`config.mk`:
```
export PLATFORM = sky130hd
export DESIGN_NAME = pwm_ramp_ctrl
export DESIGN_NICKNAME = d
export VERILOG_FILES = /design/src/rtl/pwm_ramp_ctrl.sv
export SDC_FILE = /design/constraint.sdc
export NUM_CORES = 1
export LEC_CHECK = 0
export ABC_AREA = 1
export BUFFER_PORTS_ARGS = -buffer_cell sky130_fd_sc_hd__buf_4
export CORE_ASPECT_RATIO = 1.25
export CORE_MARGIN = 1.5
export CORE_UTILIZATION = 40
export CTS_CLUSTER_DIAMETER = 40
export CTS_CLUSTER_SIZE = 10
export DETAILED_ROUTE_END_ITERATION = 8
export GPL_ROUTABILITY_DRIVEN = 0
export GPL_TIMING_DRIVEN = 1
export PLACE_DENSITY_LB_ADDON = 0.2
export RECOVER_POWER = 100
export SYNTH_ARGS = -nofsm -noshare
export SYNTH_HDL_FRONTEND = slang
export SYNTH_SLANG_ARGS = --single-unit
```
`constraint.sdc`:
```
create_clock -name clk -period 5.9 [get_ports clk]
set_input_delay 0 -clock clk [delete_from_list [all_inputs] [get_ports clk]]
set_output_delay 0 -clock clk [all_outputs]
set_load 0.01 [all_outputs]
```
`src/rtl/pwm_ramp_ctrl.sv`:
```
// pwm_ramp_ctrl: sequences clean, synced configuration updates to pwm_bus_interface.
// On start it latches a frequency pair and a target duty, then steps duty toward the
// target by at most 'step' per update, committing each update with a one-cycle sync
// pulse and dwelling hold_cycles cycles between updates.
//
// Ports:
//   clk, rst                  system clock, synchronous active-high reset
//   start, abort              begin a ramp (IDLE only) / cancel a ramp (priority)
//   target_duty, step         final duty and maximum change per update (0 = jump)
//   hold_cycles               dwell cycles between updates
//   cfg_clk_freq/pwm_freq     frequency pair latched at start
//   clk_freq, pwm_freq, duty  registered configuration bus outputs
//   sync                      registered commit pulse
//   busy, done                not-idle flag, ramp-complete pulse
module pwm_ramp_ctrl #(
    parameter logic [31:0] INIT_DUTY    = 32'h0000_0000,
    parameter logic [31:0] DEF_CLK_FREQ = 32'd1000000,
    parameter logic [31:0] DEF_PWM_FREQ = 32'd10000
) (
    input  logic        clk,
    input  logic        rst,
    input  logic        start,
    input  logic        abort,
    input  logic [31:0] target_duty,
    input  logic [31:0] step,
    input  logic [31:0] hold_cycles,
    input  logic [31:0] cfg_clk_freq,
    input  logic [31:0] cfg_pwm_freq,
    output logic [31:0] clk_freq,
    output logic [31:0] pwm_freq,
    output logic [31:0] duty,
    output logic        sync,
    output logic        busy,
    output logic        done
);

    localparam int unsigned W = 32;

    typedef enum logic [2:0] {IDLE, STEP, SYNC, WAIT, DONE} state_t;

    state_t         state_q, state_d;
    logic [W-1:0]   tgt_q, tgt_d;
    logic [W-1:0]   step_q, step_d;
    logic [W-1:0]   hold_q, hold_d;
    logic [W-1:0]   cfg_clk_q, cfg_clk_d;
    logic [W-1:0]   cfg_pwm_q, cfg_pwm_d;
    logic [W-1:0]   cnt_q, cnt_d;
    logic           first_q, first_d;
    logic [W-1:0]   duty_d, clk_freq_d, pwm_freq_d;
    logic           sync_d, busy_d, done_d;
    logic [W-1:0]   step_duty;
    logic [W:0]     up_sum, dn_diff;

    // Next duty value for one update, saturating at the target in 33-bit arithmetic.
    always_comb begin
        up_sum    = {1'b0, duty} + {1'b0, step_q};
        dn_diff   = {1'b0, duty} - {1'b0, step_q};
        step_duty = duty;
        if (step_q == '0) begin
            step_duty = tgt_q;
        end else if (duty < tgt_q) begin
            step_duty = (up_sum > {1'b0, tgt_q}) ? tgt_q : up_sum[W-1:0];
        end else if (duty > tgt_q) begin
            // dn_diff[W] set means the subtraction went below zero
            step_duty = (dn_diff[W] || (dn_diff[W-1:0] < tgt_q)) ? tgt_q : dn_diff[W-1:0];
        end
    end

    // Next-state and next-output logic.
    always_comb begin
        state_d    = state_q;
        tgt_d      = tgt_q;
        step_d     = step_q;
        hold_d     = hold_q;
        cfg_clk_d  = cfg_clk_q;
        cfg_pwm_d  = cfg_pwm_q;
        cnt_d      = cnt_q;
        first_d    = first_q;
        duty_d     = duty;
        clk_freq_d = clk_freq;
        pwm_freq_d = pwm_freq;

        case (state_q)
            IDLE: begin
                if (start && !abort) begin
                    tgt_d     = target_duty;
                    step_d    = step;
                    hold_d    = hold_cycles;
                    cfg_clk_d = cfg_clk_freq;
                    cfg_pwm_d = cfg_pwm_freq;
                    first_d   = 1'b1;
                    state_d   = STEP;
                end
            end
            STEP: begin
                if (abort) begin
                    state_d = IDLE;
                end else if ((duty == tgt_q) && !first_q) begin
                    state_d = DONE;
                end else begin
                    // The first update always commits, carrying the new frequencies.
                    duty_d = step_duty;
                    if (first_q) begin
                        clk_freq_d = cfg_clk_q;
                        pwm_freq_d = cfg_pwm_q;
                    end
                    first_d = 1'b0;
                    state_d = SYNC;
                end
            end
            SYNC: begin
                if (abort) begin
                    state_d = IDLE;
                end else if (hold_q == '0) begin
                    state_d = STEP;
                end else begin
                    cnt_d   = hold_q;
                    state_d = WAIT;
                end
            end
            WAIT: begin
                if (abort) begin
                    state_d = IDLE;
                end else begin
                    cnt_d = cnt_q - W'(1);
                    if (cnt_q == W'(1)) begin
                        state_d = STEP;
                    end
                end
            end
            DONE: begin
                state_d = IDLE;
            end
            default: begin
                state_d = IDLE;
            end
        endcase

        // Flags are registered from the state being entered.
        sync_d = (state_d == SYNC);
        busy_d = (state_d != IDLE);
        done_d = (state_d == DONE);
    end

    // State and output registers.
    always_ff @(posedge clk) begin
        if (rst) begin
            state_q   <= IDLE;
            tgt_q     <= '0;
            step_q    <= '0;
            hold_q    <= '0;
            cfg_clk_q <= '0;
            cfg_pwm_q <= '0;
            cnt_q     <= '0;
            first_q   <= 1'b0;
            duty      <= INIT_DUTY;
            clk_freq  <= DEF_CLK_FREQ;
            pwm_freq  <= DEF_PWM_FREQ;
            sync      <= 1'b0;
            busy      <= 1'b0;
            done      <= 1'b0;
        end else begin
            state_q   <= state_d;
            tgt_q     <= tgt_d;
            step_q    <= step_d;
            hold_q    <= hold_d;
            cfg_clk_q <= cfg_clk_d;
            cfg_pwm_q <= cfg_pwm_d;
            cnt_q     <= cnt_d;
            first_q   <= first_d;
            duty      <= duty_d;
            clk_freq  <= clk_freq_d;
            pwm_freq  <= pwm_freq_d;
            sync      <= sync_d;
            busy      <= busy_d;
            done      <= done_d;
        end
    end

endmodule

```
==> results by group, run 1 <==
Route
  – Vias: 21.1k
  – Starting DRT DRC Count: between 1.5k and 2k
  – Routed vias/inst: about 5.3
  – Post-Route WL: roughly 69 mm
  – Wire per inst: 17.3 um
  – DRC: 0
  – DRT antenna net count: 0
  – Total iterations of the first detailed-routing run: 6

Placed design
  – Number of port buffers: 262
  – Dpl ws: 0.822 ns
  – Final HPWL DP: just under 50 mm

Critical path
  – CP max FO: 32
  – Max stage delay on crit path: about 0.65 ns
  – Startpoint types: flip-flop
  – Critical-path top delay cell: o21ai_0
  – Setup crit end kind: flip-flop
  – Reg-to-Reg End: duty[26]
  – CP Class: reg2reg
  – Worst r2r src: duty[0]
  – Required @ worst endpoint: 6.39 ns
  – Most frequent CP cell: nand2_1
  – Arrival time at the worst endpoint: 5.81 ns
  – Worst Setup EP: duty[26]
  – R2R setup slack: approximately 0.58 ns
  – R2R cell count: 29
  – CP startpoint: duty[0]

Synthesis
  – Largest family of logic cells by synthesized area: simple AND/OR/NAND/NOR gates
  – Post-Synth Simple-Gate Area: between 20 and 30%
  – Synth Area in Adders: between 10% and 20%
  – Most used DFF post-synth: dfxtp_1
  – Sequential fraction of the synthesis area: 30.8%
  – Synth unique cells: 47
  – Ys Warns: 0
  – Synth Area in XOR/XNOR: 2.10%
  – Post-synthesis mux area share: 0%
  – Avg Synthesized Cell Area: between 6 and 7 um2
  – Net Count, Synth: approximately 3.3k
  – Post-synthesis register bit count: 295
  – Number of flops mapped to enable cells by yosys: 0
  – Ys async rst share: 0%
  – Post-synthesis cell area: around 19000 um2
  – Post-synthesis compound-gate area fraction: 17.9%
  – Mapped Cells: 2955

Global routing
  – Total GRT Usage: 27.8%
  – Pin count of the biggest net entering global routing: between 200 and 250
  – GR Overflow Total: 0
  – First-pass GRT wire length: 109 mm
  – Antenna violations before repair: 6
  – Vias in the first global route: a little over 20k

Timing
  – Setup TNS: 0 ns
  – Clock skew: 0.0423 ns
  – Fmax: between 0.15 and 0.2 GHz
  – Final setup margin: between 0.5 and 0.6 ns
  – Worst slew margin: -145%
  – Final Max Tran Viols: around 290
  – RSZ-0062 raised after global routing: no
  – Final hold violations: 0
  – Final min period: ~5.3 ns
  – Worst Max-Slew Pin Slew: approximately 3.7 ns
  – Final worst path period share: about nine tenths
  – Final setup viols: 0

Hold path
  – HP Class: in2reg

Cells and area
  – # fillers: ~4.8k
  – Fin nets: around 3.6k
  – Layout area overhead: 27.0%
  – Share of cells above drive strength 1: 9.37%
  – Most common cell after layout, fill and taps aside: nand2_1
  – Most frequent cells in the layout: nand2_1, nor2_1, a21oi_1
  – Layout Utilization: 51.5%

Die
  – Die ar.: between 40000 and 50000 um2
  – Initial core utilization: 40.6%
  – CORE AREA: ~47000 um2
  – Die Width: between 150 and 200 um
  – # IOs: about 260
  – Num rows: ~90
  – Die H: between 200 and 250 um

Pwr
  – Peak VDD IR: between 0.2 and 0.25 mV
  – Tot Pwr: 0.00695 W
  – PwrDens: 285 nW/um2
  – Pleak: about 12 nW

Clocking
  – Sink Count: 295
  – CTS H-tree depth: 2
  – CTS buffer count: 50
  – Setup bufs post-CTS: 0
  – Skew-Pair Late Insertion Delay: around 0.6 ns
  – PostCTS Resize Cnt: 0
  – Clock buffer depth: 3
  – CTS root buffer: clkbuf_16
  – CTS tree: done
  – CTS clk-pin slew, worst paths: 0.05 ns

Status
  – Violated checks: capacitance limit, slew limit
  – Outcome: finished, violations left

Job
  – Total of max-cap violations: 3
synthesized netlist by cell type (11+ instances only):
cell,number,area [um2]
nand2_1,549,2060
nor2_1,419,1570
a21oi_1,307,1540
o21ai_0,301,1510
inv_1,296,1110
dfxtp_1,295,5910
nand3_1,240,1200
ha_1,161,2010
clkbuf_1,104,390
xor2_1,39,342
nand4_1,32,200
buf_2,28,140
nor3_1,28,140
inv_2,25,93.8
nor4_1,17,106
o21ai_1,11,55.1
o21bai_1,11,82.6
per-stage QoR:
stage / instances / hold WS (ns) / area [um2]
3_3_place_gp: 3731 / 0.250 / 21500
6_report: 3984 / 0.199 / 24400
2_1_floorplan: 2955 / 0.167 / 19200
5_1_grt: 3984 / 0.203 / 24400
4_1_cts: 3978 / 0.164 / 24700
3_5_place_dp: 3731 / 0.256 / 21500
metal layers:
layer	GRT usage, %	routed length [um]
met1	32.7	27800
met2	47.7	32700
met3	5.99	5200
met4	13.3	3260
met5	0	0
how the worst min path moves through the flow:
stage                                 from             to  cells past startpoint
after floorplan            cfg_clk_freq[0]   cfg_clk_q[0]                      2
after global placement     cfg_pwm_freq[1]   cfg_pwm_q[1]                      3
after detailed placement   hold_cycles[14]     hold_q[14]                      3
after CTS                 cfg_clk_freq[13]  cfg_clk_q[13]                      4
after global routing       cfg_clk_freq[6]   cfg_clk_q[6]                      4
final                      cfg_clk_freq[6]   cfg_clk_q[6]                      4
timing repair:
action,in CTS,in global routing
endpoints found under the setup margin,0,0
endpoints found under the hold margin,168,0
hold buffers,163,0
state kept, by name, indices dropped and copies added (netlist names):
name	count
hold_q	32
cfg_clk_q	32
first_q	1
busy	1
step_q	32
duty	32
pwm_freq	32
cfg_pwm_q	32
cnt_q	32
state_q	3
sync	1
clk_freq	32
tgt_q	32
done	1
power breakdown:
| group | internal, W | leakage, nW | switching [W] |
|---|---|---|---|
| Sequential | 0.00209 | 2.41 | 0.0000624 |
| Clock | 0.00167 | 0.763 | 0.00108 |
| Combinational | 0.000724 | 8.52 | 0.00133 |
layout make-up:
type	count	area [um2]	area share, %
antenna	6	15.0	0.0616
inverter	324	1220	5.01
sequential	295	5910	24.2
tap	637	797	3.27
timing repair buffer	448	3390	13.9
clock inverter	20	211	0.868
clock buffer	64	1380	5.68
multi-input combinational	2190	11400	47.0
logic make-up after synthesis:
group / after synthesis
XOR/XNOR: 46
adder cells (fa/ha/maj): 163
AND/OR/NAND/NOR: 1319
buffers and inverters: 470
flip-flops: 295
AO/OA/AOI/OAI: 662
worst max-delay path, delay by kind of cell, from the launching register on:
kind            cells  cell delay (ns)
simple gates       18             2.43
compound gates      4             1.06
fa+ha+maj           3             0.81
buf+inv             4             0.49
flops               1             0.39
Power figures use the tool's default switching activity.
==> run 2, diff against run 1 <==
--- a/config.mk
+++ b/config.mk
@@ -16,7 +16,7 @@
 export GPL_ROUTABILITY_DRIVEN = 0
 export GPL_TIMING_DRIVEN = 1
 export PLACE_DENSITY_LB_ADDON = 0.2
-export RECOVER_POWER = 100
+export RECOVER_POWER = 50
 export SYNTH_ARGS = -nofsm -noshare
 export SYNTH_HDL_FRONTEND = slang
 export SYNTH_SLANG_ARGS = --single-unit
==> run 2 against run 1 <==
Against the previous run:
- worst hold slack barely moved
- register-to-register slack gained 0.09 ns
- power barely moved
- clock skew is 0.0015 ns lower
- the flow still finishes with violations (capacitance limit, slew limit)
- highest routed layer unchanged
- critical path type unchanged
- non-clock buffer count unchanged
==> results by group, run 2 (synthesis gave the netlist of run 1 again) <==
Status
  – Outcome: finished, violations left (unchanged)
  – Violated checks: capacitance limit, slew limit (unchanged)

Route
  – DRT antenna net count: 0 (unchanged)
  – Wire per inst: 17.3 um (about the same)
  – Vias: 21.2k (was 21.1k)
  – Total iterations of the first detailed-routing run: 6 (unchanged)
  – DRC: 0 (unchanged)
  – Starting DRT DRC Count: 1700 (was 1761)
  – Routed vias/inst: 5.31 (about the same)
  – Post-Route WL: 69.0 mm (about the same)

Clocking
  – CTS buffer count: 50 (unchanged)
  – CTS root buffer: clkbuf_16 (unchanged)
  – Clock buffer depth: 3 (unchanged)
  – Skew-Pair Late Insertion Delay: 0.60 ns (about the same)
  – Hold buffers post-CTS: 163 (unchanged)
  – CTS clk-pin slew, worst paths: 0.05 ns (about the same)
  – PostCTS Resize Cnt: 0 (unchanged)
  – CTS H-tree depth: 2 (unchanged)
  – Setup bufs post-CTS: 0 (unchanged)
  – CTS tree: done (unchanged)
  – Sink Count: 295 (unchanged)

Timing
  – Final hold violations: 0 (unchanged)
  – Final setup viols: 0 (unchanged)
  – Clock skew: 0.0408 ns (was 0.0423 ns)
  – Final min period: 5.23 ns (was 5.32 ns)
  – Final worst path period share: 88.7% (was 90.2%)
  – Fmax: 0.191 GHz (was 0.188 GHz)
  – Setup TNS: 0 ns (unchanged)
  – Worst slew margin: -146% (was -145%)
  – Worst Max-Slew Pin Slew: 3.70 ns (was 3.68 ns)
  – RSZ-0062 raised after global routing: no (unchanged)
  – Final Max Tran Viols: 144 (was 289)

Cells and area
  – # fillers: 4759 (was 4760)
  – Most common cell after layout, fill and taps aside: nand2_1 (unchanged)
  – Share of cells above drive strength 1: 9.40% (was 9.37%)
  – Fin nets: 3636 (unchanged)
  – Layout area overhead: 27.0% (about the same)
  – Most frequent cells in the layout: nand2_1, nor2_1, a21oi_1 (unchanged)

Critical path
  – CP Class: reg2reg (unchanged)
  – Arrival time at the worst endpoint: 5.72 ns (was 5.81 ns)
  – Startpoint types: flip-flop (unchanged)
  – CP max FO: 32 (unchanged)
  – Critical-path top delay cell: o21ai_0 (unchanged)
  – Required @ worst endpoint: 6.39 ns (about the same)
  – Max stage delay on crit path: 0.64 ns (was 0.65 ns)
  – R2R cell count: 29 (unchanged)
  – Most frequent CP cell: nand2_1 (unchanged)
  – Setup crit end kind: flip-flop (unchanged)

Pwr
  – Switching Power: 0.00247 W (about the same)
  – Sequential Power Share: 31.0% (about the same)
  – Pleak: 11.7 nW (about the same)
  – Tot Pwr: 0.00695 W (about the same)
  – Clock power frac: 39.6% (was 39.5%)
  – PwrDens: 285 nW/um2 (about the same)
  – Switch share: 35.5% (about the same)
  – Peak VDD IR: 0.216 mV (was 0.215 mV)
  – Power Internal: 0.00448 W (about the same)
  – Logic pwr share: 29.5% (about the same)

Die
  – Num rows: 89 (unchanged)
  – Die H: 248 um (unchanged)
  – Die ar.: 49300 um2 (unchanged)
  – # IOs: 263 (unchanged)
  – Die Width: 199 um (unchanged)
  – CORE AREA: 47300 um2 (unchanged)
  – Initial core utilization: 40.6% (unchanged)

Global routing
  – Pin count of the biggest net entering global routing: 247 (unchanged)
  – Total GRT Usage: 27.8% (unchanged)
  – First-pass GRT wire length: 109 mm (unchanged)
  – Antenna violations before repair: 6 (unchanged)
  – Vias in the first global route: 20.7k (unchanged)
  – GR Overflow Total: 0 (unchanged)

Placed design
  – Number of port buffers: 262 (unchanged)
  – Final HPWL DP: 48.9 mm (unchanged)

Hold path
  – Hold Path Depth: 4 (unchanged)
  – HP Class: in2reg (unchanged)

Job
  – Total of max-cap violations: 3 (unchanged)
[run 2: changes by cell type in the layout (fill, tap and decap cells not counted), sizes merged]
cell,change
clkinvlp,-1
inv,+1
clkbuf,-2
buf,+2
[run 2: worst paths after layout]
path	from	to	slack (ns)
worst max-delay path	duty[0]	duty[26]	0.67
worst min-delay path	cfg_clk_freq[6]	cfg_clk_q[6]	0.20
worst max register to register	duty[0]	duty[26]	0.67
worst min register to register	clk_freq[14]	clk_freq[14]	0.46
[run 2: cell type report]
class	count	area, um2	area share, %
clock buffer	64	1380	5.68
sequential	295	5910	24.2
timing repair buffer	448	3400	13.9
clock inverter	20	211	0.867
multi-input combinational	2190	11400	47.0
tap	637	797	3.27
antenna	6	15.0	0.0616
inverter	324	1220	5.01
[run 2: per-stage QoR]
stage                     utilization [%]  instance area, um2  instances  worst slack, ns  hold slack [ns]
after floorplan                         -               19200       2955             2.38            0.167
after global placement               45.5               21500       3731            0.857            0.250
after detailed placement             45.5               21500       3731            0.822            0.256
after CTS                            52.3               24700       3978            0.787            0.164
after global routing                 51.5               24400       3984            0.328            0.203
final                                51.5               24400       3984            0.666            0.199
[run 2: power by group through the flow]
stage	combinational [W]	clock [W]	sequential (W)
2_1_floorplan	0.00136	0	0.00218
3_3_place_gp	0.00190	0	0.00219
3_5_place_dp	0.00192	0	0.00219
4_1_cts	0.00202	0.00280	0.00215
5_1_grt	0.00228	0.00290	0.00216
6_report	0.00205	0.00275	0.00215
[run 2: worst max-delay path, delay by kind of cell, from the launching register on]
family                     cells  cell delay, ns
adders and majority gates      3            0.81
AOI/OAI and AO/OA              4            1.00
buffers and inverters          4            0.48
DFF                            1            0.39
and+or+nand+nor               18            2.40
[run 2: routing by layer]
metal	global-route usage (%)	share of wire [%]
met1	32.7	40
met2	47.7	47
met3	5.99	7.8
met4	13.3	4.8
met5	0	0
==> run 3, diff against run 2 <==
--- a/config.mk
+++ b/config.mk
@@ -5,7 +5,6 @@
 export SDC_FILE = /design/constraint.sdc
 export NUM_CORES = 1
 export LEC_CHECK = 0
-export ABC_AREA = 1
 export BUFFER_PORTS_ARGS = -buffer_cell sky130_fd_sc_hd__buf_4
 export CORE_ASPECT_RATIO = 1.25
 export CORE_MARGIN = 1.5
==> run 3 against run 2 <==
Against the previous run:
- the flow still finishes with violations (capacitance limit, slew limit)
- core utilization grew 2.2 points
- area after synthesis fell by 7.6%
- synthesized cell count fell by 20%
- final cell count decreased by 15%
- sequential share of layout area is 0.83 points higher
- first-iteration DRC count fell by 31%
- power is 0.69% lower
- setup slack worse by 0.40 ns
- non-clock buffer count is 65 higher
- worst hold slack improved by 0.0084 ns
- fmax fell by 7.1%
- flip-flop and latch count did not move
- critical path type unchanged
- largest cell class unchanged
==> results by group, run 3 <==
Synthesis
  – Post-synthesis register bit count: 295 (unchanged)
  – Most used DFF post-synth: dfxtp_1 (unchanged)
  – Number of flops mapped to enable cells by yosys: 0 (unchanged)
  – Top cells by count, synth: nand2_1, a21oi_1, dfxtp_1 (was nand2_1, nor2_1, a21oi_1)
  – Mapped Cells: 2370 (was 2955)
  – Most frequent cell after synthesis: nand2_1 (unchanged)
  – Post-synthesis cell area: 17700 um2 (was 19200 um2)
  – Ys async rst share: 0% (unchanged)
  – Area leader, netlist: dfxtp_1 (unchanged)
  – Yosys top cell area share: 33.3% (was 30.8%)
  – Synth unique cells: 89 (was 47)
  – Ys Warns: 0 (unchanged)
  – Net Count, Synth: 2697 (was 3282)
  – Ranking of synthesized cells by area: dfxtp_1, nand2_1, ha_1 (unchanged)
  – Avg Synthesized Cell Area: 7.48 um2 (was 6.50 um2)
  – Sequential fraction of the synthesis area: 33.3% (was 30.8%)

Timing
  – Final min period: 5.63 ns (was 5.23 ns)
  – RSZ-0062 raised after global routing: no (unchanged)
  – Worst Max-Slew Pin Slew: 3.14 ns (was 3.70 ns)
  – Final setup viols: 0 (unchanged)
  – Worst slew margin: -109% (was -146%)
  – Final worst path period share: 95.5% (was 88.7%)
  – Final hold violations: 0 (unchanged)
  – Fmax: 0.178 GHz (was 0.191 GHz)
  – Clock skew: 0.0245 ns (was 0.0408 ns)
  – Final Max Tran Viols: 201 (was 144)
  – Setup TNS: 0 ns (unchanged)
  – Final setup margin: 0.267 ns (was 0.666 ns)

Global routing
  – First-pass GRT wire length: 96.7 mm (was 109 mm)
  – Pin count of the biggest net entering global routing: 106 (was 247)
  – Total GRT Usage: 26.6% (was 27.8%)
  – GR Overflow Total: 0 (unchanged)
  – Vias in the first global route: 18.2k (was 20.7k)
  – Antenna violations before repair: 0 (was 6)

Critical path
  – Worst r2r src: duty[0] (unchanged)
  – Startpoint types: flip-flop (unchanged)
  – Setup crit end kind: flip-flop (unchanged)
  – CP Class: reg2reg (unchanged)
  – Arrival time at the worst endpoint: 6.10 ns (was 5.72 ns)
  – CP max FO: 6 (was 32)
  – Critical-path top delay cell: a211oi_4 (was o21ai_0)
  – CP startpoint: duty[0] (unchanged)
  – Max stage delay on crit path: 0.55 ns (was 0.64 ns)
  – Ordered cell list for the critical path: ha_1 -> fa_1 -> a21oi_1 -> o221ai_2 -> a211oi_4 -> nor3_2 -> or3b_2 -> xnor2_1 -> ha_1 -> a21oi_1 -> nor2b_1 -> o311a_1 -> nor4b_1 -> o211ai_1 -> a31o_2 -> o21ai_0 -> a211oi_1 -> nor4_1
  – Required @ worst endpoint: 6.37 ns (was 6.39 ns)

Pwr
  – Pleak: 9.70 nW (was 11.7 nW)
  – Peak VDD IR: 0.245 mV (was 0.216 mV)
  – Tot Pwr: 0.00690 W (was 0.00695 W)
  – PwrDens: 293 nW/um2 (was 285 nW/um2)

Status
  – Violated checks: capacitance limit, slew limit (unchanged)
  – Outcome: finished, violations left (unchanged)

Die
  – Die H: 238 um (was 248 um)
  – # IOs: 263 (unchanged)
  – CORE AREA: 43900 um2 (was 47300 um2)
  – Num rows: 86 (was 89)
  – Die Width: 191 um (was 199 um)
  – Initial core utilization: 40.4% (was 40.6%)
  – Die ar.: 45600 um2 (was 49300 um2)

Placed design
  – Dpl ws: 0.265 ns (was 0.822 ns)
  – Number of port buffers: 262 (unchanged)
  – Placed Cells: 3094 (was 3731)
  – Final HPWL DP: 43.1 mm (was 48.9 mm)

Hold path
  – HP Class: in2reg (unchanged)
  – Hold_sp: cfg_clk_freq[22] (was cfg_clk_freq[6])

Route
  – Post-Route WL: 61.8 mm (was 69.0 mm)
  – DRC: 0 (unchanged)
  – Wire per inst: 18.2 um (was 17.3 um)
  – Routed vias/inst: 5.47 (was 5.31)
  – Total iterations of the first detailed-routing run: 8 (was 6)
  – Vias: 18.6k (was 21.2k)
  – DRT antenna net count: 0 (unchanged)
  – Starting DRT DRC Count: 1168 (was 1700)

Cells and area
  – Share of cells above drive strength 1: 11.2% (was 9.40%)
  – Most common cell after layout, fill and taps aside: nand2_1 (unchanged)
  – Layout Utilization: 53.7% (was 51.5%)
  – Fin nets: 3128 (was 3636)
  – Most frequent cells in the layout: nand2_1, a21oi_1, dfxtp_1 (was nand2_1, nor2_1, a21oi_1)
  – Layout area overhead: 32.9% (was 27.0%)
  – Non-Filler Instances: 3405 (was 3984)

Clocking
  – CTS tree: done (unchanged)
  – CTS root buffer: clkbuf_16 (unchanged)
  – CTS buffer count: 50 (unchanged)
  – Clock buffer depth: 3 (unchanged)
  – CTS clk-pin slew, worst paths: 0.06 ns (was 0.05 ns)
  – Skew-Pair Late Insertion Delay: 0.59 ns (was 0.60 ns)
  – CTS H-tree depth: 2 (unchanged)
  – Sink Count: 295 (unchanged)

Job
  – Total of max-cap violations: 3 (unchanged)
[run 3: cell count changes in the layout (fill, tap and decap cells not counted), sizes merged, moves of 16 or more]
cell,before,now
o21ai,313,80
nand3,242,37
mux2i,0,16
o31ai,0,16
xnor2,7,49
inv,327,116
nor2,428,140
nor4,17,33
a211oi,2,37
a21o,2,19
xor2,39,5
dlygate4sd3,163,220
a21oi,311,376
[run 3: critical path: cells and delay by family, from the launching register on]
family	cells	cell delay [ns]
AND/OR/NAND/NOR	5	1.37
AO/OA/AOI/OAI	9	2.65
adder cells (fa/ha/maj)	3	0.94
flip-flops	1	0.34
XOR/XNOR	1	0.21
[run 3: final timing paths]
path	endpoint	slack (ns)	cells past startpoint
max	duty[17]	0.27	18
min reg2reg	clk_freq[1]	0.44	2
min	cfg_clk_q[22]	0.21	4
max reg2reg	duty[17]	0.27	18
[run 3: area by class of cell]
type | count | area [um2]
fillers | 4268 | 20300
multi-input cells | 1829 | 10900
flip-flops and latches | 295 | 5910
repair buffers | 513 | 4040
clock buffers | 62 | 1340
well taps | 572 | 716
inverters | 112 | 420
clock inverters | 21 | 263
diodes | 1 | 2.50
[run 3: what timing repair did]
action,CTS,global route
hold buffers,220,0
endpoints found under the hold margin,186,0
setup buffers,0,7
setup endpoints to repair,0,13
gates resized for setup,0,3
[run 3: cell families after synthesis]
kind of cell / synth area share (%)
simple gates: 22.8
flops: 33.3
xor+xnor: 2.67
mux: 0.967
fa+ha+maj: 11.6
buf+inv: 5.54
compound gates: 23.1
[run 3: report_power, final]
group          internal (W)  leakage [nW]  switching (W)
clock               0.00177         0.773        0.00103
combinational      0.000803          6.53        0.00116
sequential          0.00207          2.40      0.0000691
[run 3: stage by stage]
stage,hold WS [ns],cell area (um2)
6_report,0.207,23600
5_1_grt,0.213,23600
4_1_cts,0.152,23900
3_5_place_dp,0.257,20100
3_3_place_gp,0.247,20100
2_1_floorplan,0.136,17700
[run 3: per-layer routing]
metal | wire (um) | vias to the layer above | track usage [%] | part of all wire [%]
met5 | 0 | - | 0 | 0
met2 | 29700 | 630 | 45.1 | 48
met1 | 24700 | 8701 | 30.9 | 40
met3 | 4020 | 179 | 5.69 | 6.5
li1 | - | 9129 | - | -
met4 | 3400 | 0 | 14.7 | 5.5
